==> src/rtl/sequenciador_interpretador.sv <==
// sequenciador_interpretador
// Steps a code index through 0..ULTIMO for the external 5-bit -> 4-bit digit
// decoder. Each index is held for DIV cycles, then the decoder output is
// captured into digito with a one-cycle valido strobe. A captured 4'hF sets
// the sticky erro flag. fim pulses with the valido of the last index.
//
// Parameters:
//   DIV     cycles each index is held before capture (>= 1)
//   ULTIMO  last index of the sequence (0..31)
//
// Configuration macro:
//   SEQ_REVERSO_EN  adds input direcao; 1 = count down from ULTIMO to 0.
//
// Ports:
//   clk           clock, rising edge
//   reset         synchronous, active-high
//   direcao       (SEQ_REVERSO_EN only) direction, sampled when iniciar is accepted
//   iniciar       start request, only honoured in IDLE
//   parar         abort to IDLE; overrides every other event
//   modo_ciclico  1 = wrap and keep running after the last index
//   digito_in     decoder output for the current indice
//   indice        decoder input
//   digito        last captured digit
//   valido        one-cycle pulse, digito updated
//   fim           one-cycle pulse, last index captured
//   ocupado       high while not IDLE
//   erro          sticky, a captured digit was 4'hF
module sequenciador_interpretador #(
  parameter int unsigned DIV    = 4,
  parameter int unsigned ULTIMO = 8
) (
  input  logic       clk,
  input  logic       reset,
`ifdef SEQ_REVERSO_EN
  input  logic       direcao,
`endif
  input  logic       iniciar,
  input  logic       parar,
  input  logic       modo_ciclico,
  input  logic [3:0] digito_in,
  output logic [4:0] indice,
  output logic [3:0] digito,
  output logic       valido,
  output logic       fim,
  output logic       ocupado,
  output logic       erro
);

  localparam int unsigned CntW = (DIV > 1) ? $clog2(DIV) : 1;
  localparam logic [CntW-1:0] CntMax = CntW'(DIV - 1);
  localparam logic [4:0] Ultimo = 5'(ULTIMO);

  typedef enum logic [1:0] {StIdle, StDwell, StDone} state_e;

  state_e          state_q, state_d;
  logic [CntW-1:0] cnt_q, cnt_d;
  logic [4:0]      indice_q, indice_d;
  logic [3:0]      digito_q, digito_d;
  logic            valido_q, valido_d;
  logic            fim_q, fim_d;
  logic            erro_q, erro_d;
  // Direction latched at start; constant zero when reverse mode is not built.
  logic            reverso_q, reverso_d;
  logic            dir_in;

`ifdef SEQ_REVERSO_EN
  assign dir_in = direcao;
`else
  assign dir_in = 1'b0;
`endif

  // First/last index of the sequence depend on the latched direction.
  logic [4:0] primeiro, ultimo_idx;
  assign primeiro   = reverso_q ? Ultimo : 5'd0;
  assign ultimo_idx = reverso_q ? 5'd0 : Ultimo;

  always_comb begin
    state_d   = state_q;
    cnt_d     = cnt_q;
    indice_d  = indice_q;
    digito_d  = digito_q;
    valido_d  = 1'b0;
    fim_d     = 1'b0;
    erro_d    = erro_q;
    reverso_d = reverso_q;

    unique case (state_q)
      StIdle: begin
        indice_d = 5'd0;
        cnt_d    = '0;
        if (iniciar) begin
          state_d   = StDwell;
          erro_d    = 1'b0;
          reverso_d = dir_in;
          indice_d  = dir_in ? Ultimo : 5'd0;
        end
      end
      StDwell: begin
        if (cnt_q == CntMax) begin
          cnt_d    = '0;
          digito_d = digito_in;
          valido_d = 1'b1;
          if (digito_in == 4'hF) erro_d = 1'b1;
          if (indice_q != ultimo_idx) begin
            indice_d = reverso_q ? (indice_q - 5'd1) : (indice_q + 5'd1);
          end else begin
            fim_d = 1'b1;
            if (modo_ciclico) indice_d = primeiro;
            else              state_d  = StDone;
          end
        end else begin
          cnt_d = cnt_q + CntW'(1);
        end
      end
      StDone: begin
        state_d  = StIdle;
        indice_d = 5'd0;
      end
      default: begin
        state_d  = StIdle;
        indice_d = 5'd0;
        cnt_d    = '0;
      end
    endcase

    // Abort suppresses this edge's capture but keeps digito/erro history.
    if (parar) begin
      state_d   = StIdle;
      indice_d  = 5'd0;
      cnt_d     = '0;
      valido_d  = 1'b0;
      fim_d     = 1'b0;
      digito_d  = digito_q;
      erro_d    = erro_q;
      reverso_d = reverso_q;
    end
  end

  always_ff @(posedge clk) begin
    if (reset) begin
      state_q   <= StIdle;
      cnt_q     <= '0;
      indice_q  <= 5'd0;
      digito_q  <= 4'd0;
      valido_q  <= 1'b0;
      fim_q     <= 1'b0;
      erro_q    <= 1'b0;
      reverso_q <= 1'b0;
    end else begin
      state_q   <= state_d;
      cnt_q     <= cnt_d;
      indice_q  <= indice_d;
      digito_q  <= digito_d;
      valido_q  <= valido_d;
      fim_q     <= fim_d;
      erro_q    <= erro_d;
      reverso_q <= reverso_d;
    end
  end

  assign indice  = indice_q;
  assign digito  = digito_q;
  assign valido  = valido_q;
  assign fim     = fim_q;
  assign erro    = erro_q;
  assign ocupado = (state_q != StIdle);

endmodule
==> config.mk <==
export PLATFORM = sky130hd
export DESIGN_NAME = sequenciador_interpretador
export DESIGN_NICKNAME = d
export VERILOG_FILES = /design/src/rtl/sequenciador_interpretador.sv
export SDC_FILE = /design/constraint.sdc
export NUM_CORES = 1
export LEC_CHECK = 0
export ABC_AREA = 1
export ABC_CLOCK_PERIOD_IN_PS = 1400
export CAP_MARGIN = 20
export CORE_AREA = 2 2 45 47
export DETAILED_ROUTE_END_ITERATION = 12
export DIE_AREA = 0 0 47 49
export PLACE_DENSITY = 0.84
export SLEW_MARGIN = 20
export SYNTH_ARGS = -nofsm -noshare
export SYNTH_HDL_FRONTEND = slang
export SYNTH_SLANG_ARGS = --single-unit
==> constraint.sdc <==
create_clock -name clk -period 1.4 [get_ports clk]
set_input_delay 0.21 -clock clk [delete_from_list [all_inputs] [get_ports clk]]
set_output_delay 0.21 -clock clk [all_outputs]
set_load 0.02 [all_outputs]
[After elaboration in Yosys (flattened, before gate mapping)]
Index checks and enable logic that the tools add are counted.
W data, S select, Z words.
Word-level totals
  output and inout port bits: 13
  word-level logic and storage cells: 48
  register bits: 16
  input port bits: 9
Cells by class
  mux-type cells: 15
  reductions and logical operators: 11
  add/sub/neg operators: 2
  equal/unequal tests: 10
  bitwise operators: 3
Operators with widths (number)
  $mux W2: 5
  $mux W5: 2
  $ne A2 B2 Y1 const B: 5
  $pmux W2 S2: 2
  $reduce_bool A2 Y1: 3
  $add A5 B1 Y5 const B: 1
  $mux W1: 5
  $ne A5 B4 Y1 const B: 1
  $reduce_and A5 Y1: 1
  $eq A2 B2 Y1 const B: 2
  $eq A4 B4 Y1 const B: 1
  $reduce_and A4 Y1: 1
  $reduce_or A4 Y1: 1
  $not A1 Y1: 3
  $reduce_and A3 Y1: 1
  $reduce_or A3 Y1: 1
  $add A2 B1 Y2 const B: 1
  $eq A2 B1 Y1 const B: 1
  $logic_not A2 Y1: 1
  $pmux W1 S2: 1
  $reduce_and A2 Y1: 1
  $reduce_or A2 Y1: 1

[Depth between registers and ports, before layout]
Gate-level depths: netlist (run 1).
  word-level depth: 4
  gate-level depth with buffers: 9
  depth with buffers taken out: 9

[Worst setup path after synthesis (run 1)]
No wires, ideal clock.
  path kind: register to register
  from: register indice_q[0], in the netlist indice[0]
  to: register indice_q[2], in the netlist indice[2]
  cell stages (with the launch flop): 9
  path buffers: 0
  period minus slack after synthesis: 1.310 ns
  arrival time: 1.195 ns
  data required time: 1.285 ns
  library setup time: 0.115 ns
  slack: 0.090 ns
  path through: dfxtp_1 > inv_1 > ha_1 > nand2_1 > inv_2 > nand3_2 > nand2_2 > a21oi_1 > nor2_1
Between the ends
  cells in the longest elaborated chain, start to end: 3
  elaborated cells between the ends (all ways): 5
  classes of those cells: add/sub (1); eq/ne (1); mux (1); reduce/logical (2)
Ends and longest elaborated chain
  from (decl): RTL line 57  | logic [4:0] indice_q, indice_d;
  from (signal assigned): RTL line 152  | indice_q <= indice_d;
  branches (longest 3 deep; another with $add A5 B1 Y5)
Several ways; the timed one is not identified.
A chain may end at the register's enable or synchronous reset.

[Worst setup path after layout (run 1)]
  from: register state_q[1]
  to: output ocupado
Between the ends
  cells in the longest elaborated chain, start to end: 1
Ends and longest elaborated chain
  from (decl): RTL line 55  | state_e state_q, state_d;
  from (signal assigned): RTL line 141  | state_q <= StIdle;
  from (signal assigned): RTL line 150  | state_q <= state_d;
  $reduce_bool A2 Y1: RTL line 166  | assign ocupado = (state_q != StIdle);
  to (decl): RTL line 45  | output logic ocupado,
Every way passes these cells.

==> impl_metrics.yaml, run 1 <==
yosys:
  synth_cell_type_count: 20
  synth-adder-area-share_pct: 4.89
  synth-warning-count: 0
  syn_inst: 109
  synth-compound-area-share_pct: 12.9
  syn_nets: 121
  ys_ff_latch: 16
  avgSynthCellArea_um2: 7.05
  synth-xor-area-share_pct: 0
  syn_area_um2: 768
  synth_top_family_by_area: "simple AND/OR/NAND/NOR gates"
  seq_area_frac_synth_pct: 41.7
  synthSimpleGateAreaFrac_pct: 31.8
  yosysTopAreaCell: "dfxtp_1"
  yosys.area.top_type_share_pct: 41.7
  synth.top_cells.by_area: "dfxtp_1 (42%), nand2_1 (10%), nor2_1 (8.8%), inv_1 (7.8%), ha_1 (4.9%)"
  synthMuxAreaShare_pct: 0
layout:
  syn_to_final_growth_pct: 39.7
  instances_no_fill: 166
  nNetsFinal: 152
  num_antenna_cells: 0
  drive_gt1_share_pct: 13.7
floorplanning:
  rows: 16
  die_y_um: 49
  start_util_pct: 41.7
  io_pins: 22
  core_mm2: 0.00184
  die_w_um: 47
  die_area_mm2: 0.00230
timing:
  period_share_pct: 92.9
  fin_setup_tns_ns: 0
  min_period_ns: 1.30
  final_max_slew_viol_count: 0
  slew_headroom_pct: 84.4
  rsz0062_at_grt: "false"
  skew_ns: 0.00610
  hold_ws_ns: 0.469
  worst_slew_pin_slew_ns: 0.233
  setup_viol: 0
  hold_viol_final: 0
  fmax_mhz: 769
placed_design:
  dp_hpwl_mm: 1.34
  placed_cells: 162
  port_buffers: 21
  place.gp.congestion: 0.869
setup_path:
  worstSetupEndpointType: "output pin"
  crit_chain: "nor2_2 -> inv_1 -> dlygate4sd2_1"
  critical_path_arrival_ns: 1.09
  cp_top_family: "buffers and inverters"
  critPathMaxFanout: 2
  cp.required_ns: 1.19
  slowest_delay_ns: 0.34
  crit_cells: 3
  crit_type: "register to output pin"
  crit_buf_inv: 2
  cpMaxStageDelayCell: "dfxtp_1"
  cp-start-kind: "register"
  reg2reg_depth: 7
drt:
  antenna_left: 0
  vias_per_cell: 4.84
  drc: 0
  vias: 803
  drt_pre_antenna_iters: 4
  drtIter0Drc: 19
  detail_route.wl_per_cell_um: 10.3
  wl_mm: 1.71
clock_network:
  cts_tree: "done"
  clockBufferDepth: 2
  cts_setup_buffers: 0
  clock_latency_ns: 0.29
  htreeDepth: 1
  cts_inserted_buffers: 3
  clkTransAtPathRegs_ns: 0.09
  clock-sinks: 16
  clockRootBuffer: "clkbuf_4"
global_route:
  grt_pass1_wl_mm: 3.04
  grt_pass1_vias: 784
  overflow: 0
  track_usage_pct: 17.9
  grt_max_degree: 10
  antenna_found_initial: 0
outcome:
  status: "finished clean"
flow_run:
  maxCapViolCount: 0
power_and_ir_drop:
  p_per_area_mw_per_mm2: 778
  p_leak_nw: 0.520
  ir_drop_v: 0.000572
min_path:
  hold_depth: 2
  hold_path.class: "register to register"
[kinds of logic (layout without fill, tap and decap cells)]
family / Yosys count / after routing
AND/OR/NAND/NOR: 54 / 54
flip-flops: 16 / 16
adder cells (fa/ha/maj): 3 / 3
buffers and inverters: 18 / 48
AO/OA/AOI/OAI: 18 / 18
[worst min-delay path, cell delays in order (launching register included)]
cell and delay (ns):
dfxtp_1 0.33, a21oi_1 0.04, nor2_1 0.06
[cell usage after synthesis]
cell,count
inv_1,16
a21oi_2,1
nor2_4,1
nor2_1,18
o21ai_0,7
nand4_1,2
nor2_2,1
a211oi_1,1
nand2_1,21
ha_1,3
dfxtp_1,16
nand3_2,2
a21oi_1,7
clkinv_1,1
o21ai_1,1
o21a_1,1
nor3_1,1
nand3_1,6
inv_2,1
nand2_2,2
[metal layers]
| metal | vias to the layer above | wire (µm) | track usage, % | share of wire [%] |
|---|---|---|---|---|
| li1 | 410 | - | - | - |
| met1 | 352 | 715 | 21.4 | 42 |
| met2 | 34 | 861 | 29.5 | 50 |
| met3 | 7 | 88 | 3.33 | 5.1 |
| met4 | 0 | 49 | 8.33 | 2.9 |
| met5 | - | 0 | 0 | 0 |
[power breakdown]
part / internal (W) / total, W / switching, W
clock: 0.000159 / 0.000303 / 0.000145
sequential: 0.000459 / 0.000461 / 0.00000266
combinational: 0.0000371 / 0.0000711 / 0.0000340
[registers in the layout, indices dropped and copies added, names as in the netlist]
signal,flops
erro,1
cnt_q,2
fim,1
valido,1
state_q,2
indice,5
digito,4
[what timing repair did]
item | 4_1_cts | 5_1_grt
endpoints found under the setup margin | 13 | 5
resized for setup | 13 | 2
hold buffers | 0 | 0
[through the flow]
step	instance area (µm²)	setup WS (ns)	total power (W)	utilization [%]
after detailed placement	1050	0.0577	0.000545	57.0
final	1070	0.0992	0.000836	58.3
after global placement	1050	0.105	0.000544	57.0
after floorplan	768	0.0896	0.000504	-
after CTS	1070	0.0703	0.000846	58.1
after global routing	1070	0.0161	0.000882	58.3
[worst paths after layout]
kind                            startpoint   endpoint  slack (ns)
worst min-delay path                  erro       erro        0.47
worst max-delay path            state_q[1]    ocupado         0.1
worst min register to register        erro       erro        0.47
worst max register to register   indice[1]  indice[1]        0.12
[placed cells by master, fill, tap and decap left out]
| cell | instances |
|---|---|
| ha_1 | 3 |
| a211oi_1 | 1 |
| o21a_1 | 1 |
| nor2_1 | 17 |
| nand4_1 | 2 |
| o21ai_0 | 7 |
| nor2_2 | 2 |
| clkbuf_8 | 1 |
| dfxtp_1 | 15 |
| a21oi_2 | 1 |
| clkinv_1 | 1 |
| nand2_1 | 21 |
| nand3_2 | 2 |
| clkdlybuf4s50_1 | 8 |
| nor2_4 | 1 |
| o21ai_1 | 1 |
| buf_4 | 5 |
| nor3_1 | 1 |
| inv_1 | 16 |
| dfxtp_2 | 1 |
| a21oi_1 | 7 |
| clkbuf_4 | 3 |
| nand2_2 | 2 |
| nand3_1 | 6 |
| inv_2 | 1 |
| dlygate4sd2_1 | 13 |
[layout make-up]
type                       instances  area [µm²]
fill                             194         768
timing repair buffer              26         231
multi-input combinational         75         383
clock buffer                       4        36.3
inverter                          18        67.6
sequential                        16         322
tap                               27        33.8
Note: power is estimated with default switching activity, not from simulation.
==> run 2: changes to the inputs <==
--- a/config.mk
+++ b/config.mk
@@ -9,6 +9,7 @@
 export ABC_CLOCK_PERIOD_IN_PS = 1400
 export CAP_MARGIN = 20
 export CORE_AREA = 2 2 45 47
+export CTS_BUF_LIST = sky130_fd_sc_hd__clkbuf_8 sky130_fd_sc_hd__clkbuf_16
 export DETAILED_ROUTE_END_ITERATION = 12
 export DIE_AREA = 0 0 47 49
 export PLACE_DENSITY = 0.84
==> run 2 against run 1 <==
Net effect:
- setup slack worse by 0.056 ns
- sequential cell count stayed put
- critical path depth is 2 lower
- via count is 3.1% lower
- combinational power is 1% higher
- fmax is 4.2% lower
- clock power is 33% higher
==> impl_metrics.yaml, run 2 (synthesis results as in run 1) <==
outcome:
  status: "finished clean"
power_and_ir_drop:
  combPwrFrac_pct: 7.7
  ir_drop_v: 0.000636
  p_sw_share_pct: 20.3
  seqPwrFrac_pct: 49.3
  p_switching_w: 0.000190
  p_leak_nw: 0.591
  p_int_w: 0.000746
  pwr-share-clk_pct: 43.0
  p_per_area_mw_per_mm2: 843
drt:
  vias: 778
  drtIter0Drc: 16
  drc: 0
  antenna_left: 0
  detail_route.wl_per_cell_um: 10.1
  wl_mm: 1.68
  vias_per_cell: 4.69
  drt_pre_antenna_iters: 4
global_route:
  overflow: 0
  track_usage_pct: 17.5
  antenna_found_initial: 0
  grt_pass1_wl_mm: 3.02
  grt_max_degree: 10
  grt_pass1_vias: 797
clock_network:
  cts_setup_buffers: 0
  clock-sinks: 16
  clockRootBuffer: "clkbuf_8"
  cts_inserted_buffers: 3
  clock_latency_ns: 0.25
  htreeDepth: 1
  clkTransAtPathRegs_ns: 0.06
  clockBufferDepth: 2
  cts_tree: "done"
min_path:
  hold_path.class: "register to register"
setup_path:
  cpMaxStageDelayCell: "clkdlybuf4s50_1"
  critical_path_arrival_ns: 1.15
  crit_buf_inv: 1
  cp-start-kind: "register"
  slowest_delay_ns: 0.59
  cp.required_ns: 1.19
  crit_chain: "clkdlybuf4s50_1"
  worstSetupEndpointType: "output pin"
  critPathMaxFanout: 1
  cp_top_family: "buffers and inverters"
  crit_type: "register to output pin"
layout:
  syn_to_final_growth_pct: 44.5
  nNetsFinal: 152
  num_antenna_cells: 0
  postLayoutCoreUtil_pct: 60.3
  drive_gt1_share_pct: 12.9
  mostFrequentLayoutCells: "nand2_1 (21), nor2_1 (18), inv_1 (16)"
  final_common_cell: "nand2_1"
  largest_reg_flops: 5
flow_run:
  maxCapViolCount: 0
floorplanning:
  die_area_mm2: 0.00230
  die_w_um: 47
  io_pins: 22
  start_util_pct: 41.7
  rows: 16
  core_mm2: 0.00184
  die_y_um: 49
timing:
  setup_viol: 0
  final_max_slew_viol_count: 0
  min_period_ns: 1.36
  hold_viol_final: 0
  slew_headroom_pct: 84.8
  rsz0062_at_grt: "false"
  worst_slew_pin_slew_ns: 0.228
  period_share_pct: 96.9
  fin_setup_tns_ns: 0
  fmax_mhz: 737
  skew_ns: 0.00367
placed_design:
  port_buffers: 21
  place.gp.congestion: 0.869
  dp_hpwl_mm: 1.34
[run 2: cell count changes in the layout (fill, tap and decap cells not counted)]
cell	change
dlygate4sd2_1	-6
dlymetal6s2s_1	+5
clkbuf_4	-3
clkbuf_8	+3
clkdlybuf4s50_1	+1
nor2_1	+1
nor2_2	-1
[run 2: timing repair]
action	CTS	global route
resized for setup	7	6
hold buffers	0	0
cloned	0	0
setup endpoints to repair	7	9
[run 2: per-layer routing]
layer | up-vias | track usage [%] | wire, µm
met2 | 26 | 30.1 | 857
met3 | 4 | 3.33 | 92
met4 | 0 | 6.48 | 20
met5 | - | 0 | 0
met1 | 342 | 20.5 | 706
li1 | 406 | - | -
[run 2: area by class of cell]
cell class              instances  area [µm²]
multi-input cells              75         380
repair buffers                 26         251
inverters                      18        67.6
clock buffers                   4        55.1
fillers                       186         732
flip-flops and latches         16         322
well taps                      27        33.8
[run 2: path summary, 6_finish.rpt]
path | start | cells past startpoint | end | slack [ns]
min reg2reg | erro | 2 | erro | 0.46
min | erro | 2 | erro | 0.46
max | valido | 1 | valido | 0.04
max reg2reg | cnt_q[0] | 6 | state_q[0] | 0.09
[run 2: stage by stage]
stage | hold WS (ns) | setup slack [ns] | cell area (µm²) | std cells | total power (W)
floorplan | 0.354 | 0.0896 | 768 | 109 | 0.000504
global placement | 0.453 | 0.105 | 1050 | 162 | 0.000544
detailed placement | 0.461 | 0.0577 | 1050 | 162 | 0.000545
CTS | 0.475 | 0.000333 | 1100 | 166 | 0.000946
global route | 0.495 | 0.0108 | 1110 | 166 | 0.000977
finish | 0.457 | 0.0429 | 1110 | 166 | 0.000936
[run 2: power groups by stage]
| stage | Clock [W] | Sequential [W] | Combinational (W) |
|---|---|---|---|
| 2_1_floorplan | 0 | 0.000474 | 0.0000300 |
| 6_report | 0.000402 | 0.000462 | 0.0000719 |
| 3_3_place_gp | 0 | 0.000472 | 0.0000718 |
| 3_5_place_dp | 0 | 0.000472 | 0.0000728 |
| 4_1_cts | 0.000412 | 0.000462 | 0.0000728 |
| 5_1_grt | 0.000435 | 0.000462 | 0.0000805 |
==> run 3: changes to the inputs <==
--- a/config.mk
+++ b/config.mk
@@ -12,6 +12,7 @@
 export CTS_BUF_LIST = sky130_fd_sc_hd__clkbuf_8 sky130_fd_sc_hd__clkbuf_16
 export DETAILED_ROUTE_END_ITERATION = 12
 export DIE_AREA = 0 0 47 49
+export HOLD_SLACK_MARGIN = 0.12
 export PLACE_DENSITY = 0.84
 export SLEW_MARGIN = 20
 export SYNTH_ARGS = -nofsm -noshare
==> results of run 3 <==
Same layout as run 2: the final DEF is identical, and so are final timing and power.
